[src/rtl/flop_cmp_pkg.sv]
// Shared types, constants and helpers for the flop equivalence sequencer.
// Imported by the sequencer top and its saturating-counter sub-module.
package flop_cmp_pkg;

    typedef enum logic [2:0] {
        S_IDLE   = 3'd0,
        S_LOAD   = 3'd1,
        S_SETTLE = 3'd2,
        S_CLKHI  = 3'd3,
        S_CLKLO  = 3'd4,
        S_CHECK  = 3'd5,
        S_DONE   = 3'd6
    } seq_state_t;

    localparam int LOAD_TO_CHECK_CYC = 4;
    localparam int MAX_NCHK          = 256;

    // A vector fails unless each of its low n flags is exactly 1 (X/Z fails).
    function automatic logic is_fail(input logic [MAX_NCHK-1:0] ok, input int n);
        logic f;
        f = 1'b0;
        for (int i = 0; i < MAX_NCHK; i++) begin
            f = f | ((i < n) && (ok[i] !== 1'b1));
        end
        return f;
    endfunction

endpackage

[src/rtl/flop_cmp_satcnt.sv]
// Saturating up-counter with synchronous clear; clear has priority over inc.
module flop_cmp_satcnt
    import flop_cmp_pkg::*;
#(
    parameter int W = 16
) (
    input  logic         clk,
    input  logic         rst_n,
    input  logic         clr,
    input  logic         inc,
    output logic [W-1:0] cnt
);

    logic [W-1:0] cnt_r;

    // Count register: clears, increments until all-ones, else holds.
    always_ff @(posedge clk or negedge rst_n) begin
        if (!rst_n) begin
            cnt_r <= '0;
        end else if (clr) begin
            cnt_r <= '0;
        end else if (inc && (cnt_r != '1)) begin
            cnt_r <= cnt_r + W'(1);
        end else begin
            cnt_r <= cnt_r;
        end
    end

    assign cnt = cnt_r;

endmodule

[src/rtl/flop_compare_sequencer.sv]
// Sequences spec-vs-impl flop equivalence runs: stimulus request, settle,
// one DUT clock pulse, then a check of the per-check ok flags per vector.
module flop_compare_sequencer
    import flop_cmp_pkg::*;
#(
    parameter int NCHK   = 32,
    parameter int SETTLE = 1,
    parameter int CNTW   = 16
) (
    input  logic            clk,
    input  logic            rst_n,
    input  logic            start,
    input  logic            abort,
    input  logic [CNTW-1:0] num_vectors,
    input  logic [NCHK-1:0] chk_ok,
    output logic            stim_req,
    output logic            dut_clk,
    output logic            busy,
    output logic            done,
    output logic            pass,
    output logic [CNTW-1:0] vec_cnt,
    output logic [CNTW-1:0] fail_cnt,
    output logic [CNTW-1:0] first_fail_vec,
    output logic [NCHK-1:0] first_fail_mask,
    output logic            first_fail_vld
);

    localparam int SCW = (SETTLE > 1) ? $clog2(SETTLE) : 1;
    localparam logic [SCW-1:0] SETTLE_LOAD = SCW'((SETTLE > 0) ? (SETTLE - 1) : 0);

    seq_state_t      state_r, next_s;
    logic [SCW-1:0]  settle_cnt_r;
    logic [CNTW-1:0] num_lat_r, vec_cnt_r, first_fail_vec_r, fail_cnt_s;
    logic [NCHK-1:0] fail_mask_s, first_fail_mask_r;
    logic            first_fail_vld_r;
    logic            accept_s, check_upd_s, fail_s, fail_inc_s, last_vec_s, fail_zero_next_s;
    logic            stim_req_r, dut_clk_r, busy_r, done_r, pass_r;

    // Per-check failure mask; a flag that is not exactly 1 marks the check as failing.
    always_comb begin
        fail_mask_s = '0;
        for (int i = 0; i < NCHK; i++) begin
            fail_mask_s[i] = (chk_ok[i] !== 1'b1);
        end
    end

    assign fail_s           = is_fail(MAX_NCHK'(chk_ok), NCHK);
    assign accept_s         = start && !abort && ((state_r == S_IDLE) || (state_r == S_DONE));
    assign check_upd_s      = (state_r == S_CHECK) && !abort;
    assign fail_inc_s       = check_upd_s && fail_s;
    assign last_vec_s       = ((vec_cnt_r + CNTW'(1)) == num_lat_r);
    assign fail_zero_next_s = accept_s || ((fail_cnt_s == '0) && !fail_inc_s);

    // Next-state logic; abort overrides everything, including a same-cycle start.
    always_comb begin
        next_s = state_r;
        if (abort) begin
            next_s = S_IDLE;
        end else begin
            case (state_r)
                S_IDLE, S_DONE: begin
                    if (accept_s) begin
                        next_s = (num_vectors == '0) ? S_DONE : S_LOAD;
                    end else begin
                        next_s = state_r;
                    end
                end
                S_LOAD:   next_s = (SETTLE == 0) ? S_CLKHI : S_SETTLE;
                S_SETTLE: begin
                    if (settle_cnt_r == '0) begin
                        next_s = S_CLKHI;
                    end else begin
                        next_s = S_SETTLE;
                    end
                end
                S_CLKHI:  next_s = S_CLKLO;
                S_CLKLO:  next_s = S_CHECK;
                S_CHECK:  next_s = last_vec_s ? S_DONE : S_LOAD;
                default:  next_s = S_IDLE;
            endcase
        end
    end

    // State register.
    always_ff @(posedge clk or negedge rst_n) begin
        if (!rst_n) begin
            state_r <= S_IDLE;
        end else begin
            state_r <= next_s;
        end
    end

    // Settle down-counter, armed in LOAD and consumed in SETTLE.
    always_ff @(posedge clk or negedge rst_n) begin
        if (!rst_n) begin
            settle_cnt_r <= '0;
        end else if (state_r == S_LOAD) begin
            settle_cnt_r <= SETTLE_LOAD;
        end else if ((state_r == S_SETTLE) && (settle_cnt_r != '0)) begin
            settle_cnt_r <= settle_cnt_r - SCW'(1);
        end else begin
            settle_cnt_r <= settle_cnt_r;
        end
    end

    // Run bookkeeping: vector count, latched length and first-failure capture.
    always_ff @(posedge clk or negedge rst_n) begin
        if (!rst_n) begin
            num_lat_r         <= '0;
            vec_cnt_r         <= '0;
            first_fail_vec_r  <= '0;
            first_fail_mask_r <= '0;
            first_fail_vld_r  <= 1'b0;
        end else if (accept_s) begin
            num_lat_r         <= num_vectors;
            vec_cnt_r         <= '0;
            first_fail_vec_r  <= '0;
            first_fail_mask_r <= '0;
            first_fail_vld_r  <= 1'b0;
        end else if (check_upd_s) begin
            vec_cnt_r <= vec_cnt_r + CNTW'(1);
            if (fail_s && !first_fail_vld_r) begin
                first_fail_vec_r  <= vec_cnt_r;
                first_fail_mask_r <= fail_mask_s;
                first_fail_vld_r  <= 1'b1;
            end else begin
                first_fail_vec_r  <= first_fail_vec_r;
                first_fail_mask_r <= first_fail_mask_r;
                first_fail_vld_r  <= first_fail_vld_r;
            end
        end else begin
            vec_cnt_r <= vec_cnt_r;
        end
    end

    flop_cmp_satcnt #(.W(CNTW)) u_fail_cnt (
        .clk   (clk),
        .rst_n (rst_n),
        .clr   (accept_s),
        .inc   (fail_inc_s),
        .cnt   (fail_cnt_s)
    );

    // Status outputs are registered from the next state so they align with it.
    always_ff @(posedge clk or negedge rst_n) begin
        if (!rst_n) begin
            stim_req_r <= 1'b0;
            dut_clk_r  <= 1'b0;
            busy_r     <= 1'b0;
            done_r     <= 1'b0;
            pass_r     <= 1'b0;
        end else begin
            stim_req_r <= (next_s == S_LOAD);
            dut_clk_r  <= (next_s == S_CLKHI);
            busy_r     <= (next_s == S_LOAD) || (next_s == S_SETTLE) || (next_s == S_CLKHI) ||
                          (next_s == S_CLKLO) || (next_s == S_CHECK);
            done_r     <= (next_s == S_DONE);
            pass_r     <= (next_s == S_DONE) && fail_zero_next_s;
        end
    end

    assign stim_req        = stim_req_r;
    assign dut_clk         = dut_clk_r;
    assign busy            = busy_r;
    assign done            = done_r;
    assign pass            = pass_r;
    assign vec_cnt         = vec_cnt_r;
    assign fail_cnt        = fail_cnt_s;
    assign first_fail_vec  = first_fail_vec_r;
    assign first_fail_mask = first_fail_mask_r;
    assign first_fail_vld  = first_fail_vld_r;

endmodule

[config.mk]
export PLATFORM = sky130hd
export DESIGN_NAME = flop_compare_sequencer
export DESIGN_NICKNAME = d
export VERILOG_FILES = /design/src/rtl/flop_cmp_pkg.sv /design/src/rtl/flop_cmp_satcnt.sv /design/src/rtl/flop_compare_sequencer.sv
export SDC_FILE = /design/constraint.sdc
export NUM_CORES = 1
export LEC_CHECK = 0
export CORE_ASPECT_RATIO = 0.9
export CORE_UTILIZATION = 45
export CTS_CLUSTER_SIZE = 10
export DETAILED_ROUTE_END_ITERATION = 8
export GPL_ROUTABILITY_DRIVEN = 0
export PLACE_DENSITY = 0.88
export REMOVE_ABC_BUFFERS = 1
export SLEW_MARGIN = 20
export SYNTH_ARGS = -nofsm -noshare
export SYNTH_HDL_FRONTEND = slang
export SYNTH_HIERARCHICAL = 1
export SYNTH_SLANG_ARGS = --single-unit
[constraint.sdc]
create_clock -name clk -period 2.3 [get_ports clk]
set_input_delay 0.69 -clock clk [delete_from_list [all_inputs] [get_ports clk]]
set_output_delay 0.69 -clock clk [all_outputs]
set_load 0.02 [all_outputs]
== After elaboration in Yosys (flattened, before gate mapping) ==
Index checks and enable logic that the tools add are counted.

* Flip-flop bits (word level): 106
* Latch bits: 0
* Memory bits (writable): 0
* Memory bits (read-only): 0
* Input port bits: 52
* Output and inout port bits: 86
* Logic and storage cells: 141
* Memories kept: 0

* $add $sub $neg: 3
* Multipliers: 0
* Div/mod/pow operators: 0
* $lt $le $gt $ge: 0
* Equality and inequality tests: 46
* Shifts and indexed selects: 0
* Muxes and demuxes: 21
* Bitwise gates (word level): 31
* Reduce and logical (&&, ||, !) cells: 27

{| class="wikitable"
|+ Operator list
! operator !! count
|-
| $mux 16 || 7
|-
| $mux 32 || 3
|-
| $add 16x1->16 const B || 2
|-
| $logic_not 16->1 || 2
|-
| $nex 1x1->1 const B || 32
|-
| $or 1x1->1 || 31
|-
| $eq 3x3->1 const B || 6
|-
| $pmux 3 s6 || 1
|-
| $eq 16x16->1 || 1
|-
| $ne 16x16->1 const B || 1
|-
| $eq 3x2->1 const B || 4
|-
| $mux 3 || 4
|-
| $logic_and 1x1->1 || 9
|-
| $reduce_bool 2->1 || 4
|-
| $eq 3x1->1 const B || 2
|-
| $logic_or 1x1->1 || 6
|-
| $mux 1 || 6
|-
| $logic_not 1->1 || 3
|-
| $logic_not 3->1 || 1
|-
| $reduce_and 2->1 || 1
|-
| $reduce_or 2->1 || 1
|-
| $sub 1x1->1 const B || 1
|}

== Longest topological paths before layout ==
Gate-level depths: netlist (run 1).

* Depth in word-level cells: 37
* Depth in mapped cells: 8
* Mapped depth without buffers: 8

== Cells and area by module ==
Netlist (run 1), hierarchy kept.

{| class="wikitable"
|+ By module, submodules not included
! module !! times used !! cells an instance !! area each (um2) !! seq. area each (um2)
|-
| flop_compare_sequencer || 1 || 491 || 4423.0 || 2252.2
|-
| flop_cmp_satcnt || 1 || 98 || 942.2 || 400.4
|}

== Worst setup path after synthesis (run 1) ==
Ideal clock, no wire load.

* Kind: in2reg
* Start: in abort
* End: reg u_fail_cnt.cnt_r[3], in the netlist u_fail_cnt/cnt[3]
* Library setup time: 78 ps
* Arrival: 2618 ps
* Required time: 2222 ps
* Setup slack: -396 ps
* Stages: 7
* Path buffers: 1
* Path through: nor3b_1 nand2_1 a21oi_1 inv_1 clkbuf_1 or4_2 a21oi_1

* Longest elaborated chain between the ends: 5
* Elaborated cells on any way between the ends: 8
* Those cells by class: mux: 1; reduce/logical: 7

{| class="wikitable"
|+ RTL lines
! what !! line !! source
|-
| from (decl) || flop_compare_sequencer.sv:13 || <nowiki>input logic abort,</nowiki>
|-
| $logic_not 1->1 || flop_compare_sequencer.sv:49 || <nowiki>assign check_upd_s = (state_r == S_CHECK) && !abort;</nowiki>
|-
| $logic_and 1x1->1 || flop_compare_sequencer.sv:49 ||
|-
| $logic_and 1x1->1 || flop_compare_sequencer.sv:50 || <nowiki>assign fail_inc_s = check_upd_s && fail_s;</nowiki>
|-
| via fail_inc_s || flop_compare_sequencer.sv:36 || <nowiki>logic accept_s, check_upd_s, fail_s, fail_inc_s, last_vec_s, fail_zero_next_s;</nowiki>
|-
| $logic_and 1x1->1 || flop_cmp_satcnt.sv:22 || <nowiki>end else if (inc && (cnt_r != '1)) begin</nowiki>
|-
| $reduce_bool 2->1 (no line) || -- ||
|-
| to (signal assigned) || flop_cmp_satcnt.sv:23 || <nowiki>cnt_r <= cnt_r + W'(1);</nowiki>
|-
| to (signal assigned) || flop_cmp_satcnt.sv:25 || <nowiki>cnt_r <= cnt_r;</nowiki>
|-
| to (decl) || flop_cmp_satcnt.sv:14 || <nowiki>logic [W-1:0] cnt_r;</nowiki>
|}

The timed path passes the listed nets, and every way through them passes these cells.
A chain may end at the register's enable or synchronous reset.

== Worst setup path after layout (run 1) ==
* Start: reg vec_cnt_r[0], in the netlist vec_cnt[0]
* End: reg state_r[2]

* Longest elaborated chain between the ends: 5

{| class="wikitable"
|+ RTL lines
! what !! line !! source
|-
| from (decl) || flop_compare_sequencer.sv:33 || <nowiki>logic [CNTW-1:0] num_lat_r, vec_cnt_r, first_fail_vec_r, fail_cnt_s;</nowiki>
|-
| from (signal assigned) || flop_compare_sequencer.sv:121 || <nowiki>vec_cnt_r <= vec_cnt_r + CNTW'(1);</nowiki>
|-
| from (signal assigned) || flop_compare_sequencer.sv:132 || <nowiki>vec_cnt_r <= vec_cnt_r;</nowiki>
|-
| $add 16x1->16 || flop_compare_sequencer.sv:51 || <nowiki>assign last_vec_s = ((vec_cnt_r + CNTW'(1)) == num_lat_r);</nowiki>
|-
| $eq 16x16->1 || flop_compare_sequencer.sv:51 ||
|-
| $mux 3 || flop_compare_sequencer.sv:78 || <nowiki>S_CHECK: next_s = last_vec_s ? S_DONE : S_LOAD;</nowiki>
|-
| $pmux 3 s6 || flop_compare_sequencer.sv:60 || <nowiki>case (state_r)</nowiki>
|-
| $mux 3 || flop_compare_sequencer.sv:57 || <nowiki>if (abort) begin</nowiki>
|-
| via next_s[2] || flop_compare_sequencer.sv:31 || <nowiki>seq_state_t state_r, next_s;</nowiki>
|-
| to (signal assigned) || flop_compare_sequencer.sv:89 || <nowiki>state_r <= next_s;</nowiki>
|-
| to (decl) || flop_compare_sequencer.sv:31 ||
|}

The timed path passes the listed nets, and every way through them passes these cells.

==> impl_metrics.py, run 1 <==
metrics = {
    "worst_setup_path": {
        "critical_path.slowest_cell": "dfrtp_1",
        "critPathMaxFanout": 5,
        "regToRegEndpoint": "state_r[2]",
        "critical-path-max-stage-delay_ps": 420,
        "ordered_cell_list_for_the_critical_path": "ha_4 -> nand3_1 -> nor2_1 -> o22ai_2 -> a211o_1 -> nor4_4 -> nand3_2 -> a311oi_2",
        "regToRegSetupSlack_ps": -60,
        "reg2regPathDepth": 8,
        "worst_r2r_startpoint": "vec_cnt[0]",
        "setup.worst_path.end": "state_r[2]",
        "setup.worst_path.start": "vec_cnt[0]",
        "kind_of_critical_path": "reg -> reg",
        "crit_arrival_ps": 2610,
        "critical_path.startpoint_type": "flop",
        "worstPathBufferInverterCount": 0,
        "cp_data_required_time_ps": 2550,
        "crit_cells": 8,
        "critPathCaptureType": "flop",
        "critPathTopFamily": "simple AND/OR/NAND/NOR gates",
    },
    "sta": {
        "achievable-frequency_mhz": 423.2,
        "slew_headroom_pct": 52.91,
        "holdWs_ps": 165.2,
        "timing.final.setup_violations": 2,
        "period_minus_slack_ps": 2363,
        "final.period_utilization_pct": 102.7,
        "postLayoutSetupSlackWorst_ps": -62.70,
        "unrepaired_setup_endpoints_after_global_routing": "yes",
        "clock-skew-final_ps": 8.186,
        "max_transition_viols_final": 0,
        "count_of_endpoints_failing_hold_in_the_final_timing_report": 0,
        "worst_slew_pin_slew_ps": 706.4,
    },
    "logic_synthesis": {
        "yosys.area.top_type_share_pct": 49.44,
        "netlist-cell-type-count": 59,
        "syn_area_sq_um": 5365,
        "ys_top_cells_by_area": "dfrtp_1 (49%), nand2_1 (7.7%), o21ai_0 (5.4%), nand3_1 (5.3%), nand4_1 (2.4%)",
        "synth-seq-area-share_pct": 49.44,
        "yosys_register_bits": 106,
        "synthesis.instances": 589,
        "synthesis.yosys.warnings": 6,
        "syn_area_per_cell_sq_um": 9.109,
        "synth_top_area_cell": "dfrtp_1",
    },
    "die": {
        "design.portCount": 138,
        "chipHeight_microns": 105.6,
        "dieWidth_microns": 117.1,
        "initial_core_util_pct": 46.54,
        "std_cell_rows": 37,
        "floorplan.die_area_sq_um": 12360,
        "core_box_area_sq_um": 11530,
    },
    "route": {
        "routed_wirelength_microns": 17660,
        "ant_nets": 0,
        "first_iter_violations": 390,
        "drc_errors": 0,
        "avgRoutedWirePerCell_microns": 18.83,
        "detailroute.via_count": 5460,
        "dr.pass1.iters": 5,
        "route.detailed.vias_per_inst": 5.821,
    },
    "placement": {
        "post-dp-hpwl_microns": 11000,
        "port_buffers": 137,
    },
    "clock_network": {
        "clock_latency_ps": 350,
        "cts.htree.levels": 3,
        "tritoncts_num_sinks": 106,
        "worst_setup_hold_path_clk_slew_ps": 70,
        "tritoncts_clock_tree": "yes",
        "clock-root-buffer": "clkbuf_16",
        "max-clock-path-buffers": 2,
        "numCtsBuffers": 9,
    },
    "finish": {
        "share_of_post_route_cells_with_drive_strength_above_1_pct": 20.59,
        "multi_input_comb_area_sq_um": 2749,
        "number_of_filler_instances_in_the_final_layout": 807,
        "ff_latch_area_sq_um": 2661,
        "layout.nets": 831,
        "layout_commonest_cell": "nand2_1",
        "antenna_cells": 0,
        "syn2layout_area_growth_pct": 51.94,
        "layout.cells.most_common_list": "nand2_1 (110), clkdlybuf4s50_1 (102), dfrtp_1 (99)",
    },
    "grt": {
        "grt_pass1_wl_microns": 27320,
        "grt.overflow.total": 0,
        "via_count_of_the_first_global_routing_pass": 5465,
        "pin_count_of_the_biggest_net_entering_global_routing": 66,
        "initial_antenna_violation_count": 0,
        "grt_util_all_layers_pct": 29.04,
    },
    "power_and_ir_drop": {
        "power.leakage_nw": 3.726,
        "power.density_nw_per_um2": 521.4,
        "power_mw": 4.250,
        "ir_worst_vdd_mv": 0.3816,
    },
    "job": {
        "timing.max_cap.violations": 0,
    },
    "hold_path": {
        "hp-class": "in -> async",
    },
    "outcome": {
        "violations": "setup timing",
        "status": "finished, violations left",
    },
}
[per-layer routing]
metal	GRT usage [%]	vias to the layer above	routed length, microns
met3	6.843	52	1145
li1	-	2471	-
met1	35.13	2689	6835
met4	12.48	0	593
met2	49.03	248	9087
met5	0	-	0
[Yosys cell counts, drive strengths merged]
cell,count
nand2,110
dfrtp,106
o21ai,66
nand3,60
nor2,32
clkbuf,24
nand4,24
a21oi,20
nor4,18
xnor2,15
buf,14
nor2b,10
o31ai,10
xor2,8
or4,7
and2,6
or3,6
and3,5
inv,5
mux2,5
a31oi,3
and4,3
nand2b,3
nor3,3
a211oi,2
a22o,2
a311oi,2
ha,2
mux2i,2
nor3b,2
o211ai,2
o22ai,2
a211o,1
a21o,1
a22oi,1
nand3b,1
nor4b,1
o21a,1
o21bai,1
o22a,1
o41ai,1
or2b,1
[registers in the layout, summed over array words and instances, names as in the netlist]
name             cells
first_fail_vld       1
settle_cnt_r         1
num_lat_r           16
vec_cnt             16
first_fail_vec      16
state_r              3
stim_req             1
busy                 1
first_fail_mask     32
u_fail_cnt/cnt      16
done                 1
pass                 1
dut_clk              1
[kinds of logic after synthesis]
group	share of synthesized area [%]
simple gates	28.15
compound gates	12.69
mux	1.423
flops	49.44
fa+ha+maj	0.4663
buf+inv	4.081
xor+xnor	3.755
[report_power, final]
group,total [mW],switching [mW],internal [mW]
Sequential,1.97,0.0518,1.92
Combinational,0.477,0.272,0.204
Clock,1.80,0.726,1.08
[stage by stage]
step	cell area (sq um)	utilization [%]	setup TNS, ps	worst slack, ps	std cells
3_5_place_dp	7199	62.46	-45430	-702.2	899
3_3_place_gp	7199	62.46	-42190	-640.0	899
2_1_floorplan	5165	-	-112310	-1614	551
6_report	8152	70.72	-66.64	-62.70	938
5_1_grt	8152	70.72	-283.4	-98.39	938
4_1_cts	7928	68.77	0	1.565	934
[what timing repair did]
action                     in CTS  in global routing
setup endpoints to repair      80                 52
hold buffers                    0                  0
pin swaps                      16                 22
gates cloned                    6                  0
resized for setup              52                 59
buffers inserted               15                  4
[worst min path at each step]
| stage | start | slack, ps | endpoint |
|---|---|---|---|
| floorplan | rst_n | 390 | busy |
| global placement | first_fail_vec[6] | 480 | first_fail_vec[6] |
| detailed placement | num_lat_r[5] | 480 | num_lat_r[5] |
| CTS | rst_n | 150 | first_fail_vec[2] |
| global route | rst_n | 160 | first_fail_vec[2] |
| finish | rst_n | 170 | first_fail_vec[0] |
[area by class of cell]
type	count	share of cell area [%]
clock buffer	9	2.763
clock inverter	7	1.520
inverter	5	0.2609
multi-input combinational	440	33.72
sequential	106	32.65
tap	156	2.394
timing repair buffer	215	26.69
(Power assumes the default switching activity.)
==> inputs of run 2 (changes only) <==
--- a/config.mk
+++ b/config.mk
@@ -10,7 +10,7 @@
 export CTS_CLUSTER_SIZE = 10
 export DETAILED_ROUTE_END_ITERATION = 8
 export GPL_ROUTABILITY_DRIVEN = 0
-export PLACE_DENSITY = 0.88
+export PLACE_DENSITY = 0.77
 export REMOVE_ABC_BUFFERS = 1
 export SLEW_MARGIN = 20
 export SYNTH_ARGS = -nofsm -noshare
==> constraint.sdc (replaced) <==
create_clock -name clk -period 2 [get_ports clk]
set_input_delay 0.6 -clock clk [delete_from_list [all_inputs] [get_ports clk]]
set_output_delay 0.6 -clock clk [all_outputs]
set_load 0.02 [all_outputs]
==> run 2 against run 1 <==
Net effect:
- the run still ends with setup timing left
- utilization is 0.24 points higher
- global-route usage decreased by 1.6 points
- clock power is 13% higher
- cell count is 2.7% higher
- via count fell by 1.4%
- first-iteration DRC count decreased by 38%
- sequential power grew 15%
- wire length is 7.2% lower
- critical path type unchanged
- critical endpoint unchanged
==> impl_metrics.py, run 2 (synthesized netlist as in run 1, its figures left out) <==
metrics = {
    "clock_network": {
        "ctsHoldBuffers": 0,
        "tritoncts_num_sinks": 106,
        "tritoncts_clock_tree": "yes",
        "clock_latency_ps": 350,
        "numCtsBuffers": 9,
        "max-clock-path-buffers": 2,
        "worst_setup_hold_path_clk_slew_ps": 70,
        "cts.htree.levels": 3,
        "clock-root-buffer": "clkbuf_16",
    },
    "finish": {
        "largest_reg_flops": 32,
        "antenna_cells": 0,
        "syn2layout_area_growth_pct": 52.45,
        "number_of_filler_instances_in_the_final_layout": 852,
        "share_of_post_route_cells_with_drive_strength_above_1_pct": 22.68,
        "layout.cells.most_common_list": "nand2_1 (109), dfrtp_1 (103), buf_4 (85)",
        "finish.cell_count_without_fillers": 963,
        "layout.nets": 857,
        "layout_commonest_cell": "nand2_1",
    },
    "route": {
        "dr.pass1.iters": 5,
        "first_iter_violations": 243,
        "ant_nets": 0,
        "drc_errors": 0,
        "route.detailed.vias_per_inst": 5.591,
        "avgRoutedWirePerCell_microns": 17.01,
        "routed_wirelength_microns": 16380,
        "detailroute.via_count": 5384,
    },
    "sta": {
        "clock-skew-final_ps": 6.510,
        "achievable-frequency_mhz": 438.6,
        "unrepaired_setup_endpoints_after_global_routing": "yes",
        "postLayoutSetupSlackWorst_ps": -280.1,
        "slew_headroom_pct": 54.70,
        "count_of_endpoints_failing_hold_in_the_final_timing_report": 0,
        "holdWs_ps": 108.3,
        "final.period_utilization_pct": 114.0,
        "period_minus_slack_ps": 2280,
        "worst_slew_pin_slew_ps": 679.5,
        "max_transition_viols_final": 0,
        "timing.final.setup_violations": 7,
    },
    "placement": {
        "detailedPlace.worstSlack_ps": -1145,
        "port_buffers": 137,
        "numPlacedInstances": 933,
        "post-dp-hpwl_microns": 11070,
    },
    "worst_setup_path": {
        "crit_arrival_ps": 2510,
        "worst_r2r_startpoint": "vec_cnt[0]",
        "cp_data_required_time_ps": 2230,
        "reg2regPathDepth": 8,
        "regToRegSetupSlack_ps": -280,
        "critPathCaptureType": "flop",
        "kind_of_critical_path": "reg -> reg",
        "setup.worst_path.end": "state_r[2]",
        "setup.worst_path.start": "vec_cnt[0]",
        "critical_path.startpoint_type": "flop",
        "critPathMaxFanout": 4,
        "regToRegEndpoint": "state_r[2]",
    },
    "die": {
        "initial_core_util_pct": 46.54,
        "core_box_area_sq_um": 11530,
        "chipHeight_microns": 105.6,
        "floorplan.die_area_sq_um": 12360,
        "std_cell_rows": 37,
        "design.portCount": 138,
        "dieWidth_microns": 117.1,
    },
    "power_and_ir_drop": {
        "power_switching_mw": 1.145,
        "clkPwrFrac_pct": 42.0,
        "p_comb_share_pct": 11.3,
        "netSwitchingFraction_pct": 23.62,
        "power_mw": 4.847,
        "ir_worst_vdd_mv": 0.4285,
        "share_seq_of_total_power_pct": 46.7,
        "power.leakage_nw": 3.878,
        "internal_power_mw": 3.702,
        "power.density_nw_per_um2": 592.6,
    },
    "hold_path": {
        "hp-class": "in -> async",
    },
    "grt": {
        "grt.overflow.total": 0,
        "grt_util_all_layers_pct": 27.40,
        "grt_pass1_wl_microns": 26140,
        "pin_count_of_the_biggest_net_entering_global_routing": 66,
        "initial_antenna_violation_count": 0,
        "via_count_of_the_first_global_routing_pass": 5330,
    },
    "job": {
        "timing.max_cap.violations": 0,
    },
    "outcome": {
        "violations": "setup timing",
        "status": "finished, violations left",
    },
}
-- run 2: changes by cell type in the layout (fill, tap and decap cells not counted), sizes merged --
cell / before / now
buf: 78 / 108
bufbuf: 1 / 0
clkbuf: 9 / 16
clkdlybuf4s15: 0 / 13
clkdlybuf4s50: 102 / 68
clkinv: 0 / 1
dlygate4sd2: 17 / 44
dlymetal6s2s: 17 / 2
inv: 8 / 5
-- run 2: area by class of cell --
cell class	instances	area [sq um]	share of cell area, %
Multi-Input combinational cell	440	2710	33.13
Clock buffer	10	239.0	2.922
Inverter	5	23.77	0.2907
Sequential cell	106	2656	32.48
Tap cell	156	195.2	2.386
Clock inverter	5	102.6	1.254
Timing Repair Buffer	241	2252	27.54
-- run 2: per-stage QoR --
step	TNS [ps]	cell area [sq um]	util, %
CTS	-1439	8109	70.35
global placement	-67700	7455	64.67
finish	-1196	8179	70.95
global route	-1886	8179	70.95
floorplan	-134570	5165	-
detailed placement	-72140	7455	64.67
-- run 2: how the worst min path moves through the flow --
stage / from / to / slack (ps) / depth (start not counted)
global route: rst_n / first_fail_vec[9] / 110 / 1
finish: rst_n / first_fail_mask[14] / 110 / 1
floorplan: rst_n / busy / 300 / 0
global placement: rst_n / first_fail_vec[0] / 470 / 1
CTS: rst_n / first_fail_vec[9] / 110 / 1
detailed placement: rst_n / first_fail_vec[1] / 470 / 1
-- run 2: timing repair --
item | CTS | global route
buffers inserted | 13 | 2
resized for setup | 119 | 57
cloned | 4 | 0
setup endpoints to repair | 120 | 65
pin swaps | 33 | 32
-- run 2: power by group through the flow --
stage / sequential, mW / clock [mW] / combinational (mW)
after floorplan: 2.30 / 0 / 0.238
after global placement: 2.30 / 0 / 0.526
after detailed placement: 2.30 / 0 / 0.544
after CTS: 2.26 / 2.05 / 0.539
after global routing: 2.27 / 2.15 / 0.607
final: 2.26 / 2.04 / 0.547
-- run 2: critical path, cell delays in order (launching register included) --
cell      delay (ps)
dfrtp_1          360
ha_2             200
and3_4           180
and3_4           200
o22ai_2           60
a211o_1          330
nor4_4           340
nand3_2          170
a311oi_2         330
-- run 2: layer usage --
layer	track usage, %	routed length [microns]
met1	34.55	6758
met3	6.671	992
met5	0	0
met4	9.584	428
met2	45.52	8202
==> inputs of run 3 (changes only) <==
--- a/config.mk
+++ b/config.mk
@@ -5,12 +5,15 @@
 export SDC_FILE = /design/constraint.sdc
 export NUM_CORES = 1
 export LEC_CHECK = 0
+export CAP_MARGIN = 20
+export CELL_PAD_IN_SITES_DETAIL_PLACEMENT = 0
+export CELL_PAD_IN_SITES_GLOBAL_PLACEMENT = 2
 export CORE_ASPECT_RATIO = 0.9
-export CORE_UTILIZATION = 45
+export CORE_UTILIZATION = 26
 export CTS_CLUSTER_SIZE = 10
 export DETAILED_ROUTE_END_ITERATION = 8
 export GPL_ROUTABILITY_DRIVEN = 0
-export PLACE_DENSITY = 0.77
+export PLACE_DENSITY = 0.75
 export REMOVE_ABC_BUFFERS = 1
 export SLEW_MARGIN = 20
 export SYNTH_ARGS = -nofsm -noshare
==> run 3 against run 2 <==
Net effect:
- combinational power up 9.3%
- utilization is 26 points lower
- first-iteration DRC count decreased by 6.2%
- the run still ends with setup timing left
- hold slack improved by 28 ps
- clock-buffer cell count decreased by 1
- largest cell class unchanged
- die area grew 72%
- sequential share of layout area down 2.9 points
- maximum frequency rose by 4.1%
- setup slack improved by 90 ps
- clock skew grew 2.1 ps
- highest routed layer unchanged
- cell count increased by 14%
==> impl_metrics.py, run 3 (synthesized netlist as in run 1, its figures left out) <==
metrics = {
    "outcome": {
        "status": "finished, violations left",
        "violations": "setup timing",
    },
    "job": {
        "timing.max_cap.violations": 0,
    },
    "route": {
        "ant_nets": 0,
        "avgRoutedWirePerCell_microns": 17.33,
        "route.detailed.vias_per_inst": 4.903,
        "routed_wirelength_microns": 19080,
        "first_iter_violations": 228,
        "detailroute.via_count": 5398,
        "drc_errors": 0,
        "dr.pass1.iters": 4,
    },
    "worst_setup_path": {
        "kind_of_critical_path": "reg -> reg",
        "regToRegEndpoint": "state_r[2]",
        "critPathCaptureType": "flop",
        "critPathMaxFanout": 5,
        "cp_data_required_time_ps": 2260,
        "worst_r2r_startpoint": "vec_cnt[0]",
        "critical_path.startpoint_type": "flop",
        "reg2regPathDepth": 9,
        "regToRegSetupSlack_ps": -190,
        "crit_arrival_ps": 2450,
    },
    "die": {
        "core_box_area_sq_um": 20110,
        "std_cell_rows": 49,
        "floorplan.die_area_sq_um": 21210,
        "initial_core_util_pct": 26.68,
        "dieWidth_microns": 153.4,
        "design.portCount": 138,
        "chipHeight_microns": 138.3,
    },
    "finish": {
        "share_of_post_route_cells_with_drive_strength_above_1_pct": 34.75,
        "number_of_filler_instances_in_the_final_layout": 1957,
        "multi_input_comb_area_sq_um": 2974,
        "syn2layout_area_growth_pct": 67.54,
        "largest_reg_flops": 32,
        "layout.nets": 895,
        "ff_latch_area_sq_um": 2661,
        "layout_commonest_cell": "buf_4",
        "antenna_cells": 0,
        "layout.cells.most_common_list": "buf_4 (109), nand2_1 (107), dfrtp_1 (99)",
    },
    "sta": {
        "postLayoutSetupSlackWorst_ps": -189.9,
        "period_minus_slack_ps": 2190,
        "final.period_utilization_pct": 109.5,
        "max_transition_viols_final": 0,
        "worst_slew_pin_slew_ps": 685.3,
        "unrepaired_setup_endpoints_after_global_routing": "yes",
        "clock-skew-final_ps": 8.607,
        "achievable-frequency_mhz": 456.6,
        "holdWs_ps": 135.8,
        "count_of_endpoints_failing_hold_in_the_final_timing_report": 0,
        "slew_headroom_pct": 54.27,
        "timing.final.setup_violations": 12,
    },
    "hold_path": {
        "hp-class": "in -> async",
    },
    "power_and_ir_drop": {
        "power_mw": 4.907,
        "power.leakage_nw": 4.276,
        "power.density_nw_per_um2": 546.0,
        "ir_worst_vdd_mv": 0.3723,
    },
    "grt": {
        "grt.overflow.total": 0,
        "pin_count_of_the_biggest_net_entering_global_routing": 66,
        "grt_util_all_layers_pct": 18.04,
        "initial_antenna_violation_count": 0,
        "grt_pass1_wl_microns": 29820,
        "via_count_of_the_first_global_routing_pass": 5470,
    },
    "clock_network": {
        "tritoncts_num_sinks": 106,
        "cts.htree.levels": 3,
        "max-clock-path-buffers": 2,
        "worst_setup_hold_path_clk_slew_ps": 80,
        "tritoncts_clock_tree": "yes",
        "clock_latency_ps": 370,
        "numCtsBuffers": 9,
        "clock-root-buffer": "clkbuf_16",
    },
    "placement": {
        "port_buffers": 137,
        "post-dp-hpwl_microns": 12030,
    },
}
## run 3: cell types whose count changed in the layout (fill, tap and decap cells not counted), sizes merged, moves of 4 or more
| cell | previous run | this run |
|---|---|---|
| buf | 108 | 162 |
| dlygate4sd2 | 44 | 34 |
| clkdlybuf4s50 | 68 | 60 |
| dlymetal6s2s | 2 | 8 |
| clkdlybuf4s15 | 13 | 8 |
| inv | 5 | 9 |
## run 3: layout make-up
class,instances,share of cell area [%]
clock buffer,9,2.506
clock inverter,7,1.183
inverter,5,0.2366
multi-input combinational,440,33.09
sequential,106,29.61
tap,255,3.550
timing repair buffer,279,29.83
## run 3: timing repair
| item | CTS | global route |
|---|---|---|
| cloned | 11 | 2 |
| hold buffers | 0 | 0 |
| pin swaps | 30 | 43 |
| resized for setup | 228 | 109 |
| endpoints found under the setup margin | 123 | 75 |
| setup buffers | 24 | 14 |
## run 3: critical path: stages, from the launching register on
cell,delay (ps)
dfrtp_1,420
buf_6,150
buf_4,140
xor2_1,210
nand4_1,120
a211o_1,320
nor4_4,160
buf_4,180
nand3_4,90
a311oi_2,290
## run 3: how the worst max path moves through the flow
| stage | start | end | slack (ps) | cells after the start |
|---|---|---|---|---|
| 2_1_floorplan | abort | vec_cnt[7] | -1820 | 6 |
| 3_3_place_gp | abort | u_fail_cnt/cnt[2] | -870 | 8 |
| 3_5_place_dp | abort | u_fail_cnt/cnt[2] | -930 | 8 |
| 4_1_cts | vec_cnt[1] | state_r[2] | -210 | 9 |
| 5_1_grt | vec_cnt[1] | state_r[2] | -310 | 11 |
| 6_report | vec_cnt[0] | state_r[2] | -190 | 9 |
## run 3: report_power, final
part	internal [mW]	switching [mW]	total (mW)	leakage (nW)
Clock	1.12	0.921	2.05	0.163
Combinational	0.272	0.326	0.598	2.67
Sequential	2.21	0.0568	2.26	1.44
## run 3: layer usage
layer	up-vias	wire, microns	global-route usage (%)
met5	-	0	0
met4	0	210	3.895
met3	19	1145	4.953
met2	145	9377	30.31
met1	2630	8347	23.14
li1	2604	-	-
## run 3: metrics by stage
stage	TNS [ps]	cells	worst slack, ps	instance area (sq um)	utilization [%]
after floorplan	-134570	551	-1824	5165	-
after global placement	-68460	1045	-873.0	7689	38.23
after detailed placement	-70050	1045	-933.9	7689	38.23
after CTS	-2277	1094	-211.4	8755	43.54
after global routing	-2211	1101	-309.5	8989	44.70
final	-907.1	1101	-189.9	8989	44.70
